<file path="src/rtl/mul_div_unit.sv">
// Iterative 32-bit multiply/divide unit with HI/LO result registers (MULT, MULTU, DIV, DIVU).
// Define MDU_EARLY_OUT_EN to let multiplies finish once the remaining multiplier bits are zero.
module mul_div_unit (
    input  logic        CLK,
    input  logic        RST,
    input  logic        Start,
    input  logic [1:0]  Op,
    input  logic [31:0] OperandA,
    input  logic [31:0] OperandB,
    input  logic        HiWE,
    input  logic        LoWE,
    input  logic [31:0] HiLoData,
    output logic        Busy,
    output logic        Done,
    output logic [31:0] Hi,
    output logic [31:0] Lo
);

    typedef enum logic [1:0] {StIdle, StCalc, StFix, StFin} state_e;

    state_e      r_state;
    state_e      w_state_d;

    logic [4:0]  r_cnt;
    logic        r_is_div;
    logic        r_neg_res;
    logic        r_neg_rem;
    logic        r_div0;
    logic [63:0] r_mcand;
    logic [31:0] r_mplr;
    logic [63:0] r_acc;
    logic [31:0] r_hi;
    logic [31:0] r_lo;

    logic        w_start;
    logic        w_last;
    logic        w_signed;
    logic        w_a_neg;
    logic        w_b_neg;
    logic [31:0] w_a_mag;
    logic [31:0] w_b_mag;
    logic [63:0] w_mul_acc;
    logic [32:0] w_div_sh;
    logic [31:0] w_div_diff;
    logic        w_div_ge;
    logic [63:0] w_div_acc;
    logic [63:0] w_prod;
    logic [31:0] w_quot;
    logic [31:0] w_rem;

    assign w_signed = ~Op[0];
    assign w_a_neg  = w_signed & OperandA[31];
    assign w_b_neg  = w_signed & OperandB[31];
    assign w_a_mag  = w_a_neg ? (32'd0 - OperandA) : OperandA;
    assign w_b_mag  = w_b_neg ? (32'd0 - OperandB) : OperandB;

    assign w_start  = Start && ((r_state == StIdle) || (r_state == StFin));

`ifdef MDU_EARLY_OUT_EN
    // Multiply stops once no set multiplier bits remain after this step.
    assign w_last = (r_cnt == 5'd31) || (!r_is_div && (r_mplr[31:1] == 31'd0));
`else
    assign w_last = (r_cnt == 5'd31);
`endif

    // Multiply step: accumulate the shifted multiplicand when the multiplier LSB is set.
    assign w_mul_acc = r_acc + (r_mplr[0] ? r_mcand : 64'd0);

    // Restoring divide step: r_acc holds {remainder, dividend/quotient}.
    assign w_div_sh   = r_acc[63:31];
    assign w_div_ge   = (w_div_sh >= {1'b0, r_mplr});
    assign w_div_diff = w_div_sh[31:0] - r_mplr;
    assign w_div_acc  = w_div_ge ? {w_div_diff, r_acc[30:0], 1'b1}
                                 : {w_div_sh[31:0], r_acc[30:0], 1'b0};

    assign w_prod = r_neg_res ? (64'd0 - r_acc) : r_acc;
    assign w_quot = r_div0 ? 32'hFFFF_FFFF
                           : (r_neg_res ? (32'd0 - r_acc[31:0]) : r_acc[31:0]);
    assign w_rem  = r_neg_rem ? (32'd0 - r_acc[63:32]) : r_acc[63:32];

    always_ff @(posedge CLK or posedge RST) begin
        if (RST) begin
            r_state <= StIdle;
        end else begin
            r_state <= w_state_d;
        end
    end

    always_comb begin
        w_state_d = r_state;
        Busy      = 1'b0;
        Done      = 1'b0;
        unique case (r_state)
            StIdle: begin
                if (Start) begin
                    w_state_d = StCalc;
                end
            end
            StCalc: begin
                Busy = 1'b1;
                if (w_last) begin
                    w_state_d = StFix;
                end
            end
            StFix: begin
                Busy      = 1'b1;
                w_state_d = StFin;
            end
            StFin: begin
                Done      = 1'b1;
                w_state_d = Start ? StCalc : StIdle;
            end
            default: w_state_d = StIdle;
        endcase
    end

    always_ff @(posedge CLK or posedge RST) begin
        if (RST) begin
            r_cnt     <= 5'd0;
            r_is_div  <= 1'b0;
            r_neg_res <= 1'b0;
            r_neg_rem <= 1'b0;
            r_div0    <= 1'b0;
            r_mcand   <= 64'd0;
            r_mplr    <= 32'd0;
            r_acc     <= 64'd0;
            r_hi      <= 32'd0;
            r_lo      <= 32'd0;
        end else begin
            if (w_start) begin
                r_cnt     <= 5'd0;
                r_is_div  <= Op[1];
                r_neg_res <= w_a_neg ^ w_b_neg;
                r_neg_rem <= w_a_neg;
                r_div0    <= (OperandB == 32'd0);
                r_mcand   <= {32'd0, w_a_mag};
                r_mplr    <= w_b_mag;
                r_acc     <= Op[1] ? {32'd0, w_a_mag} : 64'd0;
            end else if (r_state == StCalc) begin
                r_cnt <= r_cnt + 5'd1;
                if (r_is_div) begin
                    r_acc <= w_div_acc;
                end else begin
                    r_acc   <= w_mul_acc;
                    r_mcand <= r_mcand << 1;
                    r_mplr  <= r_mplr >> 1;
                end
            end

            // Start takes priority over MTHI/MTLO; nothing is written while busy.
            if (r_state == StFix) begin
                r_hi <= r_is_div ? w_rem : w_prod[63:32];
                r_lo <= r_is_div ? w_quot : w_prod[31:0];
            end else if (!Busy && !Start) begin
                if (HiWE) begin
                    r_hi <= HiLoData;
                end
                if (LoWE) begin
                    r_lo <= HiLoData;
                end
            end
        end
    end

    assign Hi = r_hi;
    assign Lo = r_lo;

endmodule

</file>
<file path="config.mk">
export PLATFORM = sky130hd
export DESIGN_NAME = mul_div_unit
export DESIGN_NICKNAME = d
export VERILOG_FILES = /design/src/rtl/mul_div_unit.sv
export SDC_FILE = /design/constraint.sdc
export NUM_CORES = 1
export LEC_CHECK = 0
export CAP_MARGIN = 20
export CELL_PAD_IN_SITES_DETAIL_PLACEMENT = 0
export CELL_PAD_IN_SITES_GLOBAL_PLACEMENT = 1
export CORE_UTILIZATION = 49
export CTS_BUF_LIST = sky130_fd_sc_hd__clkbuf_8
export CTS_CLUSTER_SIZE = 20
export DETAILED_ROUTE_END_ITERATION = 8
export PLACE_DENSITY_LB_ADDON = 0.1
export RECOVER_POWER = 25
export SYNTH_ARGS = -nofsm -noshare
export SYNTH_HDL_FRONTEND = slang
export SYNTH_SLANG_ARGS = --single-unit
</file>
<file path="constraint.sdc">
create_clock -name CLK -period 13 [get_ports CLK]
set_input_delay 1.3 -clock CLK [delete_from_list [all_inputs] [get_ports CLK]]
set_output_delay 1.3 -clock CLK [all_outputs]
set_load 0.01 [all_outputs]
</file>
Word-level counts from Yosys, hierarchy flattened
Index checks and enable logic that the tools add are counted.
- bitwise operators: 4
- reductions and logical operators: 16
- $add $sub $neg: 8
- eq/ne operators: 7
- mux-type cells: 34
- magnitude comparators: 1
- operators by type and width (operator ; number):
    $mux W64 ; 9
    $mux W32 ; 17
    $sub A1 B32 Y32 const A ; 4
    $add A64 B64 Y64 ; 1
    $sub A1 B64 Y64 const A ; 1
    $ge A33 B32 Y1 ; 1
    $logic_not A32 Y1 ; 1
    $sub A32 B32 Y32 ; 1
    $mux W5 ; 2
    $pmux W2 S4 ; 1
    $reduce_and A2 Y1 ; 4
    $reduce_bool A2 Y1 ; 4
    $add A5 B1 Y5 const B ; 1
    $eq A5 B5 Y1 const B ; 1
    $eq A2 B2 Y1 const B ; 2
    $mux W2 ; 2
    $ne A2 B2 Y1 const B ; 2
    $mux W1 ; 3
    $and A1 B1 Y1 ; 2
    $eq A2 B1 Y1 const B ; 1
    $logic_and A1 B1 Y1 ; 2
    $logic_not A1 Y1 ; 2
    $logic_not A2 Y1 ; 1
    $ne A2 B1 Y1 const B ; 1
    other kinds (4) ; 4
- input port bits: 103
- bits in registers: 235
- word-level logic and storage cells: 81
- output and inout bits: 66

Logic depth before layout (Yosys ltp)
- word-level depth: 7
- gate-level depth with buffers: 16
- mapped depth without buffers: 14

Worst setup path after synthesis
Ideal clock, no wire load.
- kind: reg2reg
- start point: reg r_mplr[0]
- end point: reg r_acc[62]
- path slack: 9.153 ns
- data arrival time: 3.735 ns
- clock period less this slack: 3.847 ns
- library setup time: 0.111 ns
- path buffers: 2
- stages on the path, launching flop included: 16
- cell sequence: dfrtp_1 > clkbuf_1 > clkbuf_1 > and2_1 > ha_1 > fa_1 > a211oi_1 > o21ai_1 > and4_1 > o311a_1 > o2111ai_1 > nand2_1 > a31o_2 > a31o_2 > xnor2_1 > a2111oi_2
- longest elaborated chain between the ends: 5
- RTL lines (element ; RTL line ; text):
    start, declared ; 30 ; logic [31:0] r_mplr;
    start signal, assigned ; 137 ; r_mplr <= w_b_mag;
    start signal, assigned ; 146 ; r_mplr <= r_mplr >> 1;
    $mux W64, or another cell as far along ; 67 ; assign w_mul_acc = r_acc + (r_mplr[0] ? r_mcand : 64'd0);
    $add A64 B64 Y64 or $mux W64 (tied branches) ; 67, 73 ;
    $mux W64 (*) ; 141 ; if (r_is_div) begin
    $mux W64 (*) ; 139 ; end else if (r_state == StCalc) begin
    $mux W64 (*) ; 130 ; if (w_start) begin
    end signal, assigned ; 138 ; r_acc <= Op[1] ? {32'd0, w_a_mag} : 64'd0;
    end signal, assigned ; 142 ; r_acc <= w_div_acc;
    end signal, assigned ; 144 ; r_acc <= w_mul_acc;
    end, declared ; 31 ; logic [63:0] r_acc;
Every way passes the cells marked *; elsewhere a longest branch is shown, timed or not. The select of a mux whose other input is x is not followed.
A chain may end at the register's enable or synchronous reset.

==> reports/results.ini <==
[run_status]
outcome = complete, but fails checks
violations = capacitance limit, slew limit

[cts]
root_buffer = clkbuf_8
clk_path_buf_depth = 3
postCtsHoldBufs = 0
clk_pin_slew_ps = 50
postCtsSetupBuffers = 0
clk_latency_ps = 660
cts_tree = done
cts_resized = 0
cts_sinks = 235
cts_buffers = 46
htreeDepth = 2

[route]
ant_nets = 0
routed_via_density = 6.14
wl_microns = 69600
drc = 0
drt_iter0_markers = 1578
wl_per_cell_microns = 21.9
firstDrtPassIters = 7
vias = 19477

[job]
cap_violations = 3

[final_layout]
final_common_cell = nand2_1
diodes = 0
stdcell_area_sq_mm = 0.0229
final_cells = 3174
final_cell_mix = 346 x nand2_1, 236 x a21oi_1, 234 x dfrtp_1
layout.nets = 2823
fillers = 3751
drive_gt1_share_pct = 5.81
synthToLayoutAreaGrowth_pct = 15.0

[sta]
setup_viol = 0
tightest_slew_ps = 4560
slew_violations = 235
fin_worst_skew_ps = 45.1
max_freq_mhz = 135
fin_crit_sh_pct = 57.0
rsz0062_at_grt = no
fin_setup_tns_ps = 0
hold_viol = 0
period_minus_slack_ps = 7420
slew_headroom_pct = -205

[worst_setup_path]
cp-start-kind = primary input
worst_setup_path_end_kind = asynchronous set/reset pin
crit_type = in -> async
critPathArrivalTime_ps = 7300
worstPathRequired_ps = 12880
worstPathMaxFanout = 100

[pwr]
p_comb_share_pct = 63.5
p_sw_share_pct = 50.6
p_per_area_mw_per_mm2 = 274
p_int_mw = 3.10
total_power_mw = 6.27
sequentialPowerShare_pct = 23.3
ir_worst_vdd_mv = 0.159
power_leakage_nw = 9.69
clkPwrFrac_pct = 13.2
p_switching_mw = 3.18

[global_routing]
grt_first_pass_wirelength_microns = 107000
grt_max_degree = 101
overflow = 0
grt.busiest_layer = met2
met3_usage_pct = 4.52
track_usage_pct = 33.2
grt_antenna_before_repair = 1
use_met2_pct = 57.1
grtUsageMet1_pct = 41.0
grt_pass1_vias = 18823

[logic_synthesis]
synthArstFlopShare_pct = 100
synth_flop_cell = dfrtp_1
synth_area_sq_mm = 0.0199
ys_warn_count = 0
syn-mean-instance-area_sq_um = 7.93
netlist_instances = 2511
yosys_register_bits = 235
synth_edf_count = 0
yosysUniqueCellTypes = 92
yosysSeqAreaShare_pct = 29.5
synthesis.nets = 2722

[place]
place_area_sq_mm = 0.0219
gp_congestion = 0.943
dp_cells = 3089
hpwl_microns = 51800
port_buffers = 168

[floorplanning]
chipHeight_microns = 204
die_area_sq_mm = 0.0415
start_util_pct = 49.9
std_cell_rows = 73
core_area_sq_mm = 0.0399
io_pins = 169
die_x_microns = 204

[min_path]
hp-class = reg -> reg

## Yosys cell counts, types with 23 or more instances
cell,instances,area (sq um)
nand2_1,347,1300
o211ai_1,36,270
nor2_1,162,608
mux2i_1,56,561
clkbuf_1,109,409
xnor2_1,103,902
nor3_1,46,230
ha_1,106,1330
o31ai_1,23,173
a211oi_1,75,563
dfrtp_1,235,5880
and2_1,94,588
xor2_1,98,858
a21oi_1,236,1180
a21o_1,44,330
o21ai_0,176,881
nand3_1,35,175
o22ai_1,28,175
inv_1,70,263
nor2b_1,48,300
a31oi_1,54,338
## flip-flops by register name, summed over array words and instances (netlist names)
signal     count
Hi            32
Lo            32
r_acc         64
r_cnt          5
r_div0         1
r_is_div       1
r_mcand       64
r_mplr        32
r_neg_rem      1
r_neg_res      1
r_state        2
## metal layers
layer	routed length, microns	part of all wire, %	vias up
met2	33700	48	677
met5	19	0.027	-
met1	28500	41	9387
met4	3250	4.7	2
li1	-	-	9258
met3	4080	5.9	153
## logic make-up (layout without fill, tap and decap cells)
family	after synthesis	count (layout)	synth area share (%)
xor gates and xnor gates	201	201	8.84
DFF	235	235	29.5
and+or+nand+nor	876	876	21.2
buffers and inverters	216	354	4.46
muxes	66	66	3.38
adders and majority gates	108	108	6.86
AOI/OAI and AO/OA	809	809	25.8
## stage by stage
step | hold slack (ps) | setup WS, ps | util [%]
4_1_cts | 540 | 8680 | 57.4
3_3_place_gp | 511 | 8450 | 54.8
5_1_grt | 555 | 4360 | 57.4
6_report | 536 | 5580 | 57.4
2_1_floorplan | 443 | 5250 | -
3_5_place_dp | 528 | 8380 | 54.9
## worst max-delay path: stages
cell	delay, ps
dlygate4sd3_1	550
clkinvlp_2	2520
clkbuf_1	2770
## final timing paths
path / startpoint / to / slack (ps) / depth (start not counted)
worst max-delay path: RST / r_mcand[48]$_DFFE_PP0P_ / 5580 / 3
worst min-delay path: r_mcand[32]$_DFFE_PP0P_ / r_mcand[32]$_DFFE_PP0P_ / 540 / 2
worst max register to register: r_mplr[0]$_DFFE_PP0P_ / r_acc[62]$_DFFE_PP0P_ / 8630 / 14
worst min register to register: r_mcand[32]$_DFFE_PP0P_ / r_mcand[32]$_DFFE_PP0P_ / 540 / 2
max in group CLK: r_mplr[0]$_DFFE_PP0P_ / r_acc[62]$_DFFE_PP0P_ / 8630 / 14
min in group asynchronous: RST / Lo[12]$_DFFE_PP0P_ / 2510 / 2
## layout make-up
class	instances	area (sq um)	area share, %
multi-input combinational	2060	13200	57.5
sequential	235	5880	25.7
timing repair buffer	197	1910	8.35
clock buffer	56	771	3.36
tap	525	657	2.87
inverter	72	272	1.19
clock inverter	29	238	1.04
## power groups by stage
stage | Combinational [mW] | Clock [mW] | Sequential (mW)
2_1_floorplan | 2.80 | 0 | 1.33
3_3_place_gp | 3.89 | 0 | 1.46
3_5_place_dp | 3.94 | 0 | 1.46
4_1_cts | 3.96 | 0.844 | 1.45
5_1_grt | 4.37 | 0.873 | 1.49
6_report | 3.98 | 0.831 | 1.46
Note: power is estimated with default switching activity, not from simulation.
